[src/rtl/bitmap_index_decoder_if.sv]
// Set/clear command ports of the bitmap index decoder.
// Each port is a valid/ready channel carrying one binary index.
interface bitmap_index_decoder_if #(
  parameter int IW = 6
) ();
  logic          set_valid;
  logic          set_ready;
  logic [IW-1:0] set_index;
  logic          clr_valid;
  logic          clr_ready;
  logic [IW-1:0] clr_index;

  modport master (
    output set_valid, set_index,
    output clr_valid, clr_index,
    input  set_ready, clr_ready
  );

  modport slave (
    input  set_valid, set_index,
    input  clr_valid, clr_index,
    output set_ready, clr_ready
  );
endinterface

[src/rtl/bitmap_index_decoder.sv]
// Occupancy bitmap driven by set/clear index commands.
// Two-stage pipe: one-hot decode, then read-modify-write of the bitmap.
module bitmap_index_decoder #(
  parameter  int WIDTH      = 64,
  parameter  bit EN_REVERSE = 1'b0,
  localparam int IW         = $clog2(WIDTH)
) (
  input  logic             clk,
  input  logic             rst,
  bitmap_index_decoder_if.slave cmd,
  input  logic             clear_all,
  output logic             clear_all_done,
  output logic [WIDTH-1:0] bitmap_out,
  output logic             bitmap_empty,
  output logic             bitmap_full,
  output logic [IW:0]      set_count,
  output logic             err_set_dup,
  output logic             err_clr_absent,
  output logic             err_range
);

  typedef enum logic [1:0] {
    RUN,
    DRAIN,
    CLEAR
  } state_t;

  state_t state;

  logic             rdy;
  logic             set_acc;
  logic             clr_acc;
  logic [WIDTH-1:0] s_mask;
  logic [WIDTH-1:0] c_mask;
  logic             s_rng;
  logic             c_rng;
  logic [WIDTH-1:0] kept;
  logic [WIDTH-1:0] nxt;
  logic             inc;
  logic             dec;

  function automatic logic [WIDTH-1:0] onehot(
    input logic [IW-1:0] idx
  );
    logic [WIDTH-1:0] m;
    m = '0;
    for (int i = 0; i < WIDTH; i++) begin
      if (int'(idx) == i) begin
        m[EN_REVERSE ? WIDTH-1-i : i] = 1'b1;
      end
    end
    return m;
  endfunction

  function automatic logic oor(
    input logic [IW-1:0] idx
  );
    return int'(idx) >= WIDTH;
  endfunction

  assign rdy = (state == RUN) & ~clear_all & ~rst;
  assign cmd.set_ready = rdy;
  assign cmd.clr_ready = rdy;
  assign set_acc = cmd.set_valid & rdy;
  assign clr_acc = cmd.clr_valid & rdy;

  // Clear lands before set, so a same-index pair leaves the bit at 1.
  assign kept = bitmap_out & ~c_mask;
  assign nxt  = kept | s_mask;
  assign inc  = |(s_mask & ~kept);
  assign dec  = |(c_mask & bitmap_out);

  always_ff @(posedge clk or posedge rst) begin
    if (rst) begin
      state          <= RUN;
      s_mask         <= '0;
      c_mask         <= '0;
      s_rng          <= 1'b0;
      c_rng          <= 1'b0;
      bitmap_out     <= '0;
      set_count      <= '0;
      bitmap_empty   <= 1'b1;
      bitmap_full    <= 1'b0;
      err_set_dup    <= 1'b0;
      err_clr_absent <= 1'b0;
      err_range      <= 1'b0;
      clear_all_done <= 1'b0;
    end else begin
      s_mask <= set_acc ? onehot(cmd.set_index) : '0;
      c_mask <= clr_acc ? onehot(cmd.clr_index) : '0;
      s_rng  <= set_acc & oor(cmd.set_index);
      c_rng  <= clr_acc & oor(cmd.clr_index);

      err_set_dup    <= |(s_mask & bitmap_out & ~c_mask);
      err_clr_absent <= |(c_mask & ~bitmap_out);
      err_range      <= s_rng | c_rng;
      clear_all_done <= 1'b0;

      unique case (state)
        RUN: begin
          if (clear_all) state <= DRAIN;
        end
        DRAIN: begin
          state <= CLEAR;
        end
        CLEAR: begin
          state <= RUN;
        end
        default: begin
          state <= RUN;
        end
      endcase

      if (state == CLEAR) begin
        bitmap_out     <= '0;
        set_count      <= '0;
        bitmap_empty   <= 1'b1;
        bitmap_full    <= 1'b0;
        clear_all_done <= 1'b1;
      end else begin
        bitmap_out   <= nxt;
        set_count    <= set_count
                      + (IW+1)'(inc)
                      - (IW+1)'(dec);
        bitmap_empty <= (nxt == '0);
        bitmap_full  <= &nxt;
      end
    end
  end

endmodule

[src/flat_wrapper.sv]
// flat-port wrapper written by rule: the top's interface ports become plain ports
module bitmap_index_decoder_flat 
#(
  parameter  int WIDTH      = 64,
  parameter  bit EN_REVERSE = 1'b0,
  localparam int IW         = $clog2(WIDTH)
)
  (clk, rst, clear_all, clear_all_done, bitmap_out, bitmap_empty, bitmap_full, set_count, err_set_dup, err_clr_absent, err_range, cmd_set_valid, cmd_set_index, cmd_clr_valid, cmd_clr_index, cmd_set_ready, cmd_clr_ready);
  bitmap_index_decoder_if #(.IW(6)) cmd_i ();
  input  logic clk;
  input  logic rst;
  input  logic clear_all;
  output logic clear_all_done;
  output logic [WIDTH-1:0] bitmap_out;
  output logic bitmap_empty;
  output logic bitmap_full;
  output logic [IW:0] set_count;
  output logic err_set_dup;
  output logic err_clr_absent;
  output logic err_range;
  input wire logic [$bits(cmd_i.set_valid)-1:0] cmd_set_valid;
  input wire logic [$bits(cmd_i.set_index)-1:0] cmd_set_index;
  input wire logic [$bits(cmd_i.clr_valid)-1:0] cmd_clr_valid;
  input wire logic [$bits(cmd_i.clr_index)-1:0] cmd_clr_index;
  output wire logic [$bits(cmd_i.set_ready)-1:0] cmd_set_ready;
  output wire logic [$bits(cmd_i.clr_ready)-1:0] cmd_clr_ready;
  assign cmd_i.set_valid = cmd_set_valid;
  assign cmd_i.set_index = cmd_set_index;
  assign cmd_i.clr_valid = cmd_clr_valid;
  assign cmd_i.clr_index = cmd_clr_index;
  assign cmd_set_ready = cmd_i.set_ready;
  assign cmd_clr_ready = cmd_i.clr_ready;
  bitmap_index_decoder #(.WIDTH(WIDTH), .EN_REVERSE(EN_REVERSE)) u_core (.clk(clk), .rst(rst), .cmd(cmd_i), .clear_all(clear_all), .clear_all_done(clear_all_done), .bitmap_out(bitmap_out), .bitmap_empty(bitmap_empty), .bitmap_full(bitmap_full), .set_count(set_count), .err_set_dup(err_set_dup), .err_clr_absent(err_clr_absent), .err_range(err_range));
endmodule
[config.mk]
export PLATFORM = sky130hd
export DESIGN_NAME = bitmap_index_decoder_flat
export DESIGN_NICKNAME = d
export VERILOG_FILES = /design/src/rtl/bitmap_index_decoder_if.sv /design/src/rtl/bitmap_index_decoder.sv /design/src/flat_wrapper.sv
export SDC_FILE = /design/constraint.sdc
export NUM_CORES = 1
export LEC_CHECK = 0
export ABC_AREA = 1
export CORE_MARGIN = 4
export CORE_UTILIZATION = 30
export CTS_CLUSTER_DIAMETER = 200
export DETAILED_ROUTE_END_ITERATION = 10
export SLEW_MARGIN = 5
export SYNTH_ARGS = -nofsm -noshare
export SYNTH_HDL_FRONTEND = slang
export SYNTH_SLANG_ARGS = --single-unit
[constraint.sdc]
create_clock -name clk -period 9.6 [get_ports clk]
set_clock_uncertainty 0.2 [all_clocks]
set_input_delay 0.96 -clock clk [delete_from_list [all_inputs] [get_ports clk]]
set_output_delay 0.96 -clock clk [all_outputs]
set_load 0.01 [all_outputs]
### Word level (Yosys, flattened, before mapping)

Index checks and enable logic that the tools add are counted.

| cells by class | value |
|---|---|
| equality and inequality tests | 129 |
| mux-type cells | 137 |
| $add $sub $neg | 2 |
| bitwise logic cells | 16 |
| reductions and logical operators | 9 |

Operators with widths:

| operator | count |
|---|---|
| bitwise AND 64 bit | 6 |
| == test 6 bit, second input constant | 64 |
| OR reduction 64 bit | 4 |
| == test 6 x 5 -> 1 bit, second input constant | 32 |
| 2-to-1 mux 64 bit | 3 |
| inverter 64 bit | 3 |
| 2-to-1 mux 1 bit | 131 |
| == test 6 x 4 -> 1 bit, second input constant | 16 |
| zero test 64 bit | 1 |
| OR 64 bit | 1 |
| AND reduction 64 bit | 1 |
| == test 6 x 3 -> 1 bit, second input constant | 8 |
| == test 6 x 2 -> 1 bit, second input constant | 4 |
| == test 6 x 1 -> 1 bit, second input constant | 2 |
| zero test 6 bit | 2 |
| adder 7 x 1 -> 7 bit | 1 |
| 2-to-1 mux 7 bit | 1 |
| subtractor 7 x 1 -> 7 bit | 1 |
| bitwise AND 1 bit | 4 |
| one-hot mux 2 bit (2 select lines) | 1 |
| == test 2 x 1 -> 1 bit, second input constant | 1 |
| == test 2 bit, second input constant | 1 |
| zero test 2 bit | 1 |
| 2-to-1 mux 2 bit | 1 |
| 2 further kinds | 3 |

| storage, ports and cells | value |
|---|---|
| word-level logic and storage cells | 303 |
| register bits after elaboration | 206 |

### Depth between registers and ports, before layout

Gate-level depths: netlist of the first run.

| logic depth | value |
|---|---|
| word-level depth | 8 |
| depth in mapped cells | 17 |

### Worst setup path before layout of the first run

OpenSTA, ideal clock, no wires.

| timing | value |
|---|---|
| path kind | flip-flop to flip-flop |
| from | register u_core.bitmap_out[50] |
| to | register u_core.set_count[6] |
| arrival | 2,320 ps |
| library setup time | 126 ps |
| stages on the path, launching flop included | 17 |
| data required time | 9,274 ps |
| buffers on the path | 0 |
| setup slack | 6,953 ps |
| path through | dfrtp_1 a22o_1 nor3_1 nand2_1 nor2_1 nand2_1 ha_1 inv_1 ha_1 inv_1 fa_1 inv_1 nand3_1 nand2_1 a21oi_1 o21ai_0 a21oi_1 |

| between the ends | value |
|---|---|
| word-level cells in the longest chain between the ends | 7 |
| elaborated cells between the ends (all ways) | 9 |

RTL lines:

| element | RTL line | text |
|---|---|---|
| start, declared | bitmap_index_decoder.sv:13 | `output logic [WIDTH-1:0] bitmap_out,` |
| start signal, assigned | bitmap_index_decoder.sv:121 | `bitmap_out <= nxt;` |
| bitwise AND 64 bit | bitmap_index_decoder.sv:68 | `assign kept = bitmap_out & ~c_mask;` |
| inverter 64 bit | bitmap_index_decoder.sv:70 | `assign inc = \|(s_mask & ~kept);` |
| bitwise AND 64 bit | bitmap_index_decoder.sv:70 |  |
| OR reduction 64 bit | bitmap_index_decoder.sv:70 |  |
| adder 7 x 1 -> 7 bit | bitmap_index_decoder.sv:123 | `+ (IW+1)'(inc)` |
| subtractor 7 x 1 -> 7 bit (*) | bitmap_index_decoder.sv:124 | `- (IW+1)'(dec);` |
| 2-to-1 mux 7 bit (*) | bitmap_index_decoder.sv:114 | `if (state == CLEAR) begin` |
| end signal, assigned | bitmap_index_decoder.sv:122 | `set_count <= set_count` |
| end, declared | bitmap_index_decoder.sv:16 | `output logic [IW:0] set_count,` |

Mark *: on every way between the ends. The rest lies on a longest branch, timed or not.
A chain may end at the register's enable or synchronous reset.

### Final worst setup path of the first run

| timing | value |
|---|---|
| from | register u_core.bitmap_out[4] |
| to | register u_core.set_count[6] |

The elaborated chain is that of the path after synthesis.

==> results by group, run 1 <==
Clocking
  – Root buf cell: clkbuf_16
  – Htree depth: 1
  – Post-CTS Hold Buffers: 0
  – Max Buffers Root-to-Sink: 3
  – Post CTS Setup Buffer Count: 0
  – CTS resizes: 0
  – Clock transition at path regs: roughly 60 ps
  – Sink Count: 206
  – Cts bufs inserted: 22
  – CTS tree: yes
  – Clock Latency Late Sink: 510 ps

Routing
  – DR vias: 8563
  – Via density: around 4.6
  – Final wirelength: between 30000 and 40000 um
  – Initial drt markers: 660
  – Mean routed wirelength per cell: between 15 and 20 um
  – ANT nets after route: 0
  – Pre-antenna DRT Iters: 5
  – Detailed-route DRC error count: 0

Logic synthesis
  – Library cells used by synthesis: 29
  – Seq cells post-synth: 206
  – Compound-Gate Fraction of Synth Area: 0.05831
  – Synth Area in XOR/XNOR: 0.0008854
  – Ys Warns: 0
  – Post-synthesis adder-cell area fraction: 0.01088
  – Post-Synth Simple-Gate Area: 0.3220
  – Sequential fraction of the synthesis area: 0.5212
  – Top cell type by total area after synthesis: dfrtp_1
  – Mapped Nets: about 1300
  – Mapped Area: slightly below 10000 um2
  – Cells after Synth: roughly 1300
  – Syn avg cell area: between 7 and 8 um2
  – Yosys top cell area share: 0.5186
  – Leading post-synthesis cells by cell area: dfrtp_1 (52%), nand2_1 (14%), nor2_1 (11%)
  – Largest family of logic cells by synthesized area: simple AND/OR/NAND/NOR gates
  – Post-synthesis mux area share: 0

Timing
  – Max frequency: 0.2778 GHz
  – Rel. slew slack: 0.3303
  – Crit path time final: 3600 ps
  – Setup_tns: 0 ps
  – Final hold viol count: 0
  – Final Setup Violations: 0
  – Worst Max-Slew Pin Slew: ~1000 ps
  – Final worst-path cycle share: 0.3750
  – Final Max Tran Viols: 0
  – RSZ-0062 raised after global routing: false

Critical path
  – Reg-to-reg startpoint: u_core.bitmap_out[4]
  – Startpoint types: flip-flop
  – CP Data Required Time: about 9800 ps
  – Max Fanout on Critical Path: 5
  – WP data arrival: ~3800 ps
  – Crit end category: flip-flop
  – FF-to-FF setup slack: 6000 ps
  – Worst setup startpoint: u_core.bitmap_out[4]
  – Crit path kind: flip-flop to flip-flop

Finish
  – Most common cell after layout, fill and taps aside: nand2_1
  – # nets final: ~1400
  – Area growth, synth to finish: 21.84%
  – Layout cells sized above 1: 0.04708
  – Inserted Diodes: 0
  – Commonest cells after routing, fill and taps aside: nand2_1 (371), nor2_1 (284), dfrtp_1 (205), inv_1 (188), clkdlybuf4s50_1 (94)
  – Final cell count without fillers: approximately 1900

Hold path
  – Worst min path class: flip-flop to flip-flop
  – HP Start: u_core.state[1]

Placed design
  – Gpl congestion: slightly below 0.9
  – Dpl hpwl: roughly 23000 um
  – Number of I/O port buffers: 94
  – Placed instance count: 1827

Job
  – Max-Cap Viols: 0

Global route
  – Congestion Overflow GR: 0
  – Largest net degree at the start of global routing: approximately 130
  – Gr usage total: 0.1704
  – First-pass GRT wire length: roughly 47000 um
  – Vias in the first global route: between 8000 and 9000
  – Initial antenna violation count: 0

Die
  – Core area: roughly 33000 um2
  – I/O Pins: between 90 and 100
  – Initial Util: 0.3040
  – Die footprint: about 36000 um2
  – Die Y: around 190 um
  – Site row count: 66
  – Die W: approximately 190 um

Power
  – P_leak: 5.615 nW
  – VDD IR max: just under 0.09 mV
  – P per Cell Area: 170.9 nW/um2

Run status
  – Status: finished, final reports clean
==> flip-flops by register name, indices dropped and copies added, names as in the netlist <==
signal	cells
u_core.bitmap_out	64
u_core.c_mask	64
u_core.s_mask	64
u_core.set_count	7
u_core.state	2
u_core.bitmap_empty	1
u_core.bitmap_full	1
u_core.clear_all_done	1
u_core.err_clr_absent	1
u_core.err_set_dup	1
==> final cells by class <==
| class | count | area [um2] |
|---|---|---|
| Clock inverter | 7 | 87.58 |
| Sequential cell | 206 | 5156 |
| Inverter | 191 | 724.4 |
| Multi-Input combinational cell | 892 | 3890 |
| Tap cell | 442 | 553.0 |
| Clock buffer | 31 | 685.7 |
| Fill cell | 3385 | 20480 |
| Timing Repair Buffer | 96 | 955.9 |
==> power by group <==
group | internal (mW) | switching, mW | total (mW)
Sequential | 0.893 | 0.0187 | 0.912
Clock | 0.548 | 0.351 | 0.899
Combinational | 0.0961 | 0.153 | 0.249
Total | 1.54 | 0.522 | 2.06
==> critical path, cell delays in order (launching register included) <==
cell and delay, ps:
dfrtp_1 430, nand2_1 90, nand4_1 110, a211oi_1 670
nand2_1 100, nor2_1 270, nand2_1 140, ha_1 290
inv_1 50, ha_1 150, inv_1 60, fa_1 380
inv_1 90, nand3_1 70, nand2_1 110, a21oi_1 80
o21ai_0 140, a21oi_1 50
==> per-stage QoR <==
step	hold WS (ps)	setup slack, ps	utilization	cell area [um2]	power, mW
floorplan	240.3	2818	-	9892	1.079
global placement	256.3	5999	0.3467	11280	1.178
detailed placement	279.3	6009	0.3467	11280	1.181
CTS	288.4	5994	0.3704	12050	2.081
global route	303.3	5871	0.3704	12050	2.154
finish	280.3	6000	0.3704	12050	2.060
==> path summary, 6_finish.rpt <==
check	cells past startpoint	to
setup reg to reg	17	u_core.set_count[6]
max in group asynchronous	3	u_core.c_mask[43]
setup / recovery	17	u_core.set_count[6]
min in group asynchronous	2	u_core.state[1]
hold reg to reg	1	u_core.state[1]
hold / removal	1	u_core.state[1]
==> Yosys cell counts <==
master	number
nor2_4	2
inv_2	2
buf_6	8
conb_1	1
nand2_1	371
buf_4	2
o21ai_0	7
buf_1	1
clkbuf_1	2
nand4_1	37
or2_2	8
ha_1	7
a211oi_1	1
dfstp_2	1
nand3_2	8
o22ai_1	25
o21bai_1	1
inv_1	189
nor3_1	11
a22o_1	4
dfrtp_1	205
buf_2	4
nand3_1	51
nor2_2	3
nor3_2	1
nor2_1	285
fa_1	1
a21oi_1	67
xor2_1	1
==> layer usage <==
metal	wire, um	share of wire	GRT usage
met2	14480	0.47	0.2883
met4	702	0.023	0.04257
met3	1780	0.058	0.03394
met1	13650	0.45	0.2258
met5	0	0	0
==> kinds of logic after synthesis <==
kind of cell,Yosys count
and+or+nand+nor,777
buffers and inverters,208
DFF,206
AOI/OAI and AO/OA,105
adders and majority gates,8
xor gates and xnor gates,1
other,1
Note: power is estimated with default switching activity, not from simulation.
==> inputs of run 2 (changes only) <==
==> constraint.sdc (replaced) <==
create_clock -name clk -period 3.2 [get_ports clk]
set_clock_uncertainty 0.2 [all_clocks]
set_input_delay 0.32 -clock clk [delete_from_list [all_inputs] [get_ports clk]]
set_output_delay 0.32 -clock clk [all_outputs]
set_load 0.01 [all_outputs]
==> run 2 against run 1 <==
Against the previous run: count of clock-buffer cells in the layout fell by 3; non-clock buffer count increased by 25; utilization up 0.70 points.
==> results by group, run 2 (same netlist as run 1, synthesis figures left out) <==
Die
  – Die footprint: approximately 36000 um2
  – Site row count: 66
  – Die Y: ~190 um
  – Initial Util: 0.3040
  – Die W: 189.6 um
  – Core area: 32540 um2
  – I/O Pins: 96

Routing
  – Final wirelength: 30450 um
  – ANT nets after route: 0
  – Detailed-route DRC error count: 0
  – Via density: approximately 4.6
  – Initial drt markers: 750
  – Mean routed wirelength per cell: 16.12 um
  – DR vias: approximately 8700
  – Pre-antenna DRT Iters: 7

Critical path
  – Crit end category: flip-flop
  – Crit path kind: flip-flop to flip-flop
  – WP data arrival: around 3200 ps
  – Startpoint types: flip-flop
  – CP Data Required Time: roughly 3400 ps
  – Max Fanout on Critical Path: 3

Finish
  – Most common cell after layout, fill and taps aside: nand2_1
  – Area growth, synth to finish: 24.15%
  – Fill count: between 3000 and 4000
  – Commonest cells after routing, fill and taps aside: nand2_1 (370), nor2_1 (284), dfrtp_1 (203), inv_1 (188), clkdlybuf4s50_1 (94)
  – Top flop regs: u_core.bitmap_out x64, u_core.c_mask x64, u_core.s_mask x64
  – # nets final: about 1500
  – Inserted Diodes: 0
  – Layout cells sized above 1: 0.06704

Timing
  – Final hold viol count: 0
  – Max frequency: about 0.34 GHz
  – Rel. slew slack: 0.6623
  – Crit path time final: 2983 ps
  – Setup WS post-layout: ~220 ps
  – Final Max Tran Viols: 0
  – Worst Max-Slew Pin Slew: 506.0 ps
  – RSZ-0062 raised after global routing: false
  – Final worst-path cycle share: 0.9321
  – Setup_tns: 0 ps
  – Final Setup Violations: 0

Placed design
  – Worst slack at placement: approximately 35 ps
  – Dpl hpwl: ~24000 um
  – Gpl congestion: 0.9417
  – Number of I/O port buffers: 94

Global route
  – Gr usage total: 0.1709
  – Largest net degree at the start of global routing: 74
  – Vias in the first global route: approximately 8500
  – First-pass GRT wire length: between 40000 and 50000 um
  – Initial antenna violation count: 0
  – Congestion Overflow GR: 0

Clocking
  – Post-CTS Hold Buffers: 0
  – Root buf cell: clkbuf_16
  – Cts bufs inserted: 22
  – Clock Latency Late Sink: between 500 and 600 ps
  – Htree depth: 1
  – Clock transition at path regs: ~60 ps
  – CTS tree: yes
  – Max Buffers Root-to-Sink: 3
  – Sink Count: 206

Power
  – P per Cell Area: between 500 and 600 nW/um2
  – VDD IR max: about 0.26 mV
  – P_leak: about 5.7 nW

Run status
  – Status: finished, final reports clean

Hold path
  – Worst min path class: input pin to async pin

Job
  – Max-Cap Viols: 0
==> run 2: metrics by stage <==
stage	util	instance area, um2	power, mW	hold WS, ps	instances
after floorplan	-	9896	3.239	225.4	1306
after global placement	0.3526	11470	3.552	251.7	1848
after detailed placement	0.3526	11470	3.558	256.0	1848
after CTS	0.3756	12220	6.224	17.17	1885
after global routing	0.3774	12280	6.432	66.37	1889
final	0.3774	12280	6.159	25.67	1889
==> run 2: routing by layer <==
layer / global-route usage / share of wire / vias to the layer above
li1: - / - / 4295
met2: 0.2803 / 0.46 / 223
met4: 0.06121 / 0.034 / 0
met5: 0 / 0 / -
met1: 0.2276 / 0.44 / 4082
met3: 0.03211 / 0.063 / 55
==> run 2: area by class of cell <==
| cell class | instances | area (um2) | area share |
|---|---|---|---|
| Sequential cell | 206 | 5159 | 0.4201 |
| Clock inverter | 9 | 125.1 | 0.01019 |
| Multi-Input combinational cell | 892 | 3918 | 0.3190 |
| Clock buffer | 28 | 624.3 | 0.05084 |
| Timing Repair Buffer | 121 | 1181 | 0.09618 |
| Inverter | 191 | 720.7 | 0.05869 |
| Tap cell | 442 | 553.0 | 0.04503 |
==> run 2: report_power, final <==
part / total, mW / leakage (nW) / switching [mW] / internal (mW)
clock: 2.65 / 0.366 / 1.03 / 1.61
combinational: 0.778 / 2.52 / 0.471 / 0.306
sequential: 2.73 / 2.86 / 0.0547 / 2.68
total: 6.16 / 5.74 / 1.56 / 4.60
==> run 2: path summary, 6_finish.rpt <==
| path | from | endpoint | slack (ps) | cells past startpoint |
|---|---|---|---|---|
| max in group asynchronous | rst | u_core.bitmap_out[13] | 2020 | 3 |
| setup / recovery | u_core.bitmap_out[12] | u_core.set_count[6] | 220 | 17 |
| hold / removal | rst | u_core.s_mask[5] | 30 | 2 |
| min in group clk | clear_all | u_core.state[0] | 170 | 3 |
| setup reg to reg | u_core.bitmap_out[12] | u_core.set_count[6] | 220 | 17 |
| hold reg to reg | u_core.state[1] | u_core.state[1] | 260 | 1 |
==> run 2: repair_timing <==
| action | CTS | global route |
|---|---|---|
| resized for setup | 0 | 9 |
| endpoints found under the setup margin | 0 | 2 |
| setup buffers | 0 | 4 |
==> run 2: worst max-delay path: stages (launching register included) <==
cell     delay [ps]
dfrtp_1         400
a22o_1          220
nor3_2          170
buf_4           170
nand2_1          50
nor2_1          130
nand2_1          90
ha_1            270
inv_1            50
ha_1            150
inv_1            60
fa_1            380
inv_1            90
nand3_1          80
nand2_2          90
a21oi_1          80
o21ai_1         120
a21oi_1          50
